File: config.mk
export PLATFORM = sky130hd
export DESIGN_NAME = prime_job_scheduler
export DESIGN_NICKNAME = d
export VERILOG_FILES = /design/src/rtl/prime_job_scheduler.sv
export SDC_FILE = /design/constraint.sdc
export NUM_CORES = 1
export LEC_CHECK = 0
export CORE_MARGIN = 4
export CORE_UTILIZATION = 40
export DETAILED_ROUTE_END_ITERATION = 12
export GPL_ROUTABILITY_DRIVEN = 0
export GPL_TIMING_DRIVEN = 0
export PLACE_DENSITY = 0.84
export SYNTH_ARGS = -nofsm -noshare
export SYNTH_HDL_FRONTEND = slang
export SYNTH_SLANG_ARGS = --single-unit
File: constraint.sdc
create_clock -name clk -period 1.9 [get_ports clk]
set_clock_uncertainty 0.15 [all_clocks]
set_input_delay 0.57 -clock clk [delete_from_list [all_inputs] [get_ports clk]]
set_output_delay 0.57 -clock clk [all_outputs]
set_load 0.05 [all_outputs]
File: src/rtl/prime_job_scheduler.sv
// ============================================================================
// Module      : prime_job_scheduler
// Description : Round-robin scheduler sharing one prime-counting engine
//               between two requesters. Optional watchdog: PRIME_SCHED_TIMEOUT_EN.
// Revision    : 1.0 - initial release
// ============================================================================
`default_nettype none

module prime_job_scheduler #(
  parameter int W           = 11,
  parameter int CNT_W       = 16,
  parameter int TIMEOUT_CYC = 4096
) (
  input  logic             clk,
  input  logic             rst,
  input  logic [1:0]       req_valid,
  input  logic [2*W-1:0]   req_num_max,
  output logic [1:0]       req_ready,
  output logic             eng_start,
  output logic [W-1:0]     eng_num_max,
  input  logic             eng_done,
  input  logic [W-1:0]     eng_count,
  output logic [1:0]       rsp_valid,
  output logic [W-1:0]     rsp_count,
  output logic             rsp_err,
  output logic             busy,
  output logic             grant_id,
  output logic [CNT_W-1:0] jobs_done
);

  typedef enum logic [1:0] {
    S_IDLE   = 2'd0,
    S_LAUNCH = 2'd1,
    S_WAIT   = 2'd2,
    S_REPORT = 2'd3
  } state_t;

  state_t           r_state;
  state_t           w_next;
  logic [W-1:0]     r_job;
  logic [W-1:0]     r_count;
  logic             r_grant;
  logic             r_last;
  logic [CNT_W-1:0] r_jobs;

  logic             w_pick;
  logic             w_accept;
  logic [W-1:0]     w_num_sel;
  logic             w_bypass;
  logic             w_tmo_hit;

  // Contention goes to whoever was not granted last; r_last resets to 1 so requester 0 wins first.
  assign w_pick    = req_valid[1] & (~req_valid[0] | ~r_last);
  assign w_accept  = (r_state == S_IDLE) & (|req_valid);
  assign w_num_sel = req_num_max[W*w_pick +: W];
  assign w_bypass  = (w_num_sel < W'(2));

`ifdef PRIME_SCHED_TIMEOUT_EN
  localparam int c_TMO_W = $clog2(TIMEOUT_CYC + 1);

  logic [c_TMO_W-1:0] r_tmo_cnt;
  logic               r_err;

  assign w_tmo_hit = (r_state == S_WAIT) & ~eng_done &
                     (r_tmo_cnt == c_TMO_W'(TIMEOUT_CYC - 1));

  always_ff @(posedge clk) begin
    if (!rst) begin
      r_tmo_cnt <= '0;
      r_err     <= 1'b0;
    end else begin
      if (r_state == S_LAUNCH) begin
        r_tmo_cnt <= '0;
      end else if (r_state == S_WAIT) begin
        r_tmo_cnt <= r_tmo_cnt + 1'b1;
      end
      if (w_accept) begin
        r_err <= 1'b0;
      end else if (w_tmo_hit) begin
        r_err <= 1'b1;
      end
    end
  end

  assign rsp_err = (r_state == S_REPORT) & r_err;
`else
  logic w_unused_tmo;

  assign w_unused_tmo = (TIMEOUT_CYC == 0);
  assign w_tmo_hit    = 1'b0;
  assign rsp_err      = 1'b0;
`endif

  always_ff @(posedge clk) begin
    if (!rst) begin
      r_state <= S_IDLE;
      r_job   <= '0;
      r_count <= '0;
      r_grant <= 1'b0;
      r_last  <= 1'b1;
      r_jobs  <= '0;
    end else begin
      r_state <= w_next;
      if (w_accept) begin
        r_job   <= w_num_sel;
        r_grant <= w_pick;
        r_last  <= w_pick;
        r_count <= '0;
      end
      if (r_state == S_WAIT) begin
        if (eng_done) begin
          r_count <= eng_count;
        end else if (w_tmo_hit) begin
          r_count <= '1;
        end
      end
      if ((r_state == S_REPORT) && (r_jobs != {CNT_W{1'b1}})) begin
        r_jobs <= r_jobs + 1'b1;
      end
    end
  end

  always_comb begin
    w_next    = r_state;
    req_ready = 2'b00;
    eng_start = 1'b0;
    rsp_valid = 2'b00;
    case (r_state)
      S_IDLE: begin
        if (w_accept) begin
          req_ready[w_pick] = 1'b1;
          w_next            = w_bypass ? S_REPORT : S_LAUNCH;
        end
      end
      S_LAUNCH: begin
        eng_start = 1'b1;
        w_next    = S_WAIT;
      end
      S_WAIT: begin
        if (eng_done || w_tmo_hit) begin
          w_next = S_REPORT;
        end
      end
      S_REPORT: begin
        rsp_valid[r_grant] = 1'b1;
        w_next             = S_IDLE;
      end
      default: w_next = S_IDLE;
    endcase
  end

  assign eng_num_max = r_job;
  assign rsp_count   = (r_state == S_REPORT) ? r_count : '0;
  assign busy        = (r_state != S_IDLE);
  assign grant_id    = r_grant;
  assign jobs_done   = r_jobs;

endmodule

`default_nettype wire

# Word-level counts from Yosys, hierarchy flattened
# Cells that the tools add are included.
# op_classes
shift	1
reduce_logical	7
n_mul	1
magnitude_cmp	5
div	0
bitwise	5
n_eq_ne	6
muxes	16
addsub	1
# ops
cell	n
$mux W11	4
$shiftx A22 B6 Y11	1
$add A16 B1 Y16 const B	1
$ne A16 B16 Y1 const B	1
$mux W2	6
$lt A11 B2 Y1 const B	1
$pmux W2 S4	1
$mul A4 B1 Y5 const A	1
$eq A2 B2 Y1 const B	2
$lt A1 B2 Y1 const B	2
$ne A2 B2 Y1 const B	2
$logic_and A1 B1 Y1	3
$mux W1	3
$and A1 B1 Y1	2
$demux W1 S1	2
$eq A2 B1 Y1 const B	1
$ge A1 B1 Y1 const B	2
$logic_not A2 Y1	1
$not A1 Y1	2
$reduce_and A2 Y1	1
$reduce_bool A2 Y1	1
$reduce_or A2 Y1	1
$or A1 B1 Y1	1
# word_totals
regBits	42
ram_bits	0
input_bits	38
word_cells	48
latch_bits	0
output_inout_bits	46
memories	0
rom_bits	0

# Depth between registers and ports, before layout
# logic_depth
ltp_word	9
depth_mapped	7
depth_no_buf	6

# Worst setup path after synthesis
# Ideal clock, no wire load.
# synth_path
path_kind	input-to-output
from	input req_valid[1]
to	output req_ready[0]
required_time_ps	1180
stages	3
n_path_buf	1
arrival_time_ps	1631
path_slack_ps	-451
path_cell_list	a21boi_2 > buf_4 > nor2_1
# synth_between
elab_chain_cells	7
elab_cells_between_ends	10
classes_between	2 x order compare; 4 x mux; 2 x bitwise; 2 x reduce/logical
# synth_rtl
item	line	source
start: declaration	16	input logic [1:0] req_valid,
$and A1 B1 Y1	53	assign w_pick = req_valid[1] & (~req_valid[0] | ~r_last);
$lt A1 B2 Y1 (not written as such) or $ge A1 B1 Y1 (tied branches)	131	req_ready[w_pick] = 1'b1;
$logic_and A1 B1 Y1 (not written as such)	131	
$mux W1 (not written as such)	131	
$demux W1 S1	131	
$mux W2 *	130	if (w_accept) begin
$mux W2 *	128	case (r_state)
end: declaration	18	output logic [1:0] req_ready,
# Every way passes the cells marked *; elsewhere a longest branch is shown, timed or not.

# Final worst setup path
# layout_path
from	register r_state[0]
to	output rsp_valid[1]
# layout_between
elab_chain_cells	2
# layout_rtl
item	line	source
start: declaration	38	state_t r_state;
start signal: assignment	103	r_state <= w_next;
$eq A2 B2 Y1	128	
$mux W2	128	
end: declaration	23	output logic [1:0] rsp_valid,
# No other way between the ends.

==> results_dict.tcl <==
set metrics [dict create \
    synth_cell_types 43 \
    rows 26 \
    initial_core_util_pct 41.4 \
    drc 0 \
    hold_violations 0 \
    globalRouteTotalUtil_pct 19.8 \
    synth_edf_count 0 \
    pin_count 84 \
    synth_ff_type "dfxtp_1" \
    design.core.area_mm2 0.00514 \
    synthArstFlopShare_pct 0 \
    slew_violations 0 \
    cts_tree "built" \
    synth_cells 250 \
    fin_ws_ns -0.136 \
    layout-drive-gt1-share_pct 36.3 \
    final_cells 423 \
    htreeDepth 2 \
    clk_path_buf_depth 2 \
    fin_nets 395 \
    grt_max_degree 14 \
    ys.warnings.count 0 \
    drtAntennaViolNets 0 \
    synth-seq-area-share_pct 39.5 \
    drtIter0Drc 126 \
    p_per_area_mw_per_mm2 768 \
    clock_latency_ns 0.30 \
    avgRoutedWirePerCell_um 15.0 \
    place_area_mm2 0.00309 \
    final_core_util_pct 67.8 \
    grt-ovfl-total 0 \
    syn_area_mm2 0.00213 \
    final_area_mm2 0.00349 \
    crit_path_start_kind "flop" \
    crit_required_ns 1.18 \
    vias_per_cell 5.31 \
    die_y_um 80.9 \
    die_area_mm2 0.00655 \
    ys_seq_elements 42 \
    io_buffers 82 \
    grt_pass1_wl_um 10200 \
    first_pass_iters 4 \
    worstMarginPinSlew_ns 0.532 \
    hold_path.class "flop to flop" \
    maxCapViolations 0 \
    diodes 0 \
    synth_top_cells_by_area "dfxtp_1 40%, mux2i_1 7.5%, nand2_1 4.9%, a21oi_1 4.7%, and2_1 3.8%" \
    period_needed_ns 2.04 \
    synth_top_cell_by_area "dfxtp_1" \
    grt_setup_unrepaired "true" \
    cts_buffers 5 \
    leakagePower_uw 0.00138 \
    status "finished with violations" \
    antenna_found_initial 0 \
    clkTransAtPathRegs_ns 0.09 \
    area_growth_pct 63.9 \
    failed_checks "setup timing" \
    min_period_over_period_pct 107 \
    max_slew_margin_pct 64.6 \
    avgSynthCellArea_um2 8.51 \
    setup_violations 15 \
    max_freq_mhz 491 \
    endpoint_kind "output port" \
    dp_hpwl_um 4600 \
    clock-sinks 42 \
    syn-num-nets 293 \
    place_inst 402 \
    tns_ns -1.65 \
    wirelength_um 6350 \
    vias 2248 \
    final_common_cell "clkdlybuf4s50_1" \
    clockRootBuffer "clkbuf_8" \
    netlist.area_leader.share_pct 39.5 \
    crit_type "flop to output port" \
    grt_pass1_vias 2256 \
    peakVddDrop_uv 547 \
    layout_common_cells "34 x clkdlybuf4s50_1, 26 x nand2_1, 26 x dfxtp_1" \
    chipWidth_um 80.9 \
    cp_max_fo 6 \
    critical_path_arrival_ns 1.32 \
]
stage by stage:
| step | total power [µW] | hold slack [ns] | setup slack, ns |
|---|---|---|---|
| after floorplan | 1450 | 0.293 | -0.144 |
| after detailed placement | 1720 | 0.312 | -1.44 |
| after global routing | 2790 | 0.349 | -0.176 |
| after CTS | 2670 | 0.326 | -0.142 |
| final | 2680 | 0.322 | -0.136 |
| after global placement | 1710 | 0.290 | -1.43 |
synth_stat cells (2+ instances only):
cell type / number
clkbuf_1: 10
nand3_1: 16
ha_1: 5
mux2i_1: 16
nand4_1: 4
dfxtp_1: 42
nor4_1: 9
buf_4: 2
nor2b_1: 3
or3_1: 2
nand2_1: 28
nand2b_1: 3
inv_1: 9
and2_1: 13
nor3_1: 2
and3_1: 2
a311oi_1: 3
a21oi_1: 20
nor4_4: 2
nor2_1: 21
o21ai_0: 6
nand4_4: 2
a211oi_1: 10
critical path: stages, from the launching register on:
cell	delay (ns)
dfxtp_4	0.38
ha_4	0.20
buf_4	0.14
and2_4	0.15
buf_8	0.14
worst paths after layout:
check | start | to | slack (ns) | cells after the start
max | r_state[0]$_SDFFE_PN0P_ | rsp_valid[1] | -0.14 | 4
min | eng_num_max[0]$_SDFFE_PN0P_ | eng_num_max[0]$_SDFFE_PN0P_ | 0.32 | 2
max reg2reg | r_state[0]$_SDFFE_PN0P_ | jobs_done[15]$_SDFFE_PN0P_ | 0.07 | 6
min reg2reg | eng_num_max[0]$_SDFFE_PN0P_ | eng_num_max[0]$_SDFFE_PN0P_ | 0.32 | 2
per-layer routing:
metal / GRT usage, % / wire length, µm / part of all wire, % / vias up
met2: 34.7 / 3270 / 51 / 81
met1: 22.0 / 2430 / 38 / 1051
met5: 0 / 0 / 0 / -
li1: - / - / - / 1106
met4: 6.08 / 78 / 1.2 / 0
met3: 7.87 / 574 / 9.0 / 10
flip-flops by register name (all words and copies together) (netlist names):
signal and count:
r_state 2, eng_num_max 11, jobs_done 16, r_count 11, grant_id 1, r_last 1
logic make-up (layout without fill, tap and decap cells):
kind of cell	after synthesis	in the layout	synth area share, %
adder cells (fa/ha/maj)	5	5	2.94
flip-flops	42	42	39.5
buffers and inverters	23	126	4.47
multiplexers	16	16	7.53
AO/OA/AOI/OAI	52	52	16.1
AND/OR/NAND/NOR	111	111	29.2
other	1	1	0.176
final cells by class:
cell class / count / area [µm²]
Clock buffer: 6 / 82.6
Fill cell: 444 / 1650
Buffer: 10 / 67.6
Timing Repair Buffer: 98 / 963
Multi-Input combinational cell: 185 / 1310
Inverter: 10 / 50.0
Tap cell: 70 / 87.6
Clock inverter: 2 / 60.1
Sequential cell: 42 / 866
where the power goes:
group	internal, µW	leakage, µW	total (µW)	switching, µW
clock network	561	0.0000714	884	323
registers	941	0.000351	990	48.4
logic	315	0.000957	803	488
total	1820	0.00138	2680	859
what timing repair did:
item / 4_1_cts / 5_1_grt
hold endpoints to repair: 0 / 0
buffers inserted: 9 / 6
resized for setup: 248 / 34
cloned: 1 / 0
endpoints found under the setup margin: 71 / 43
hold buffers: 0 / 0
pin swaps: 15 / 5
Note: power is estimated with default switching activity, not from simulation.
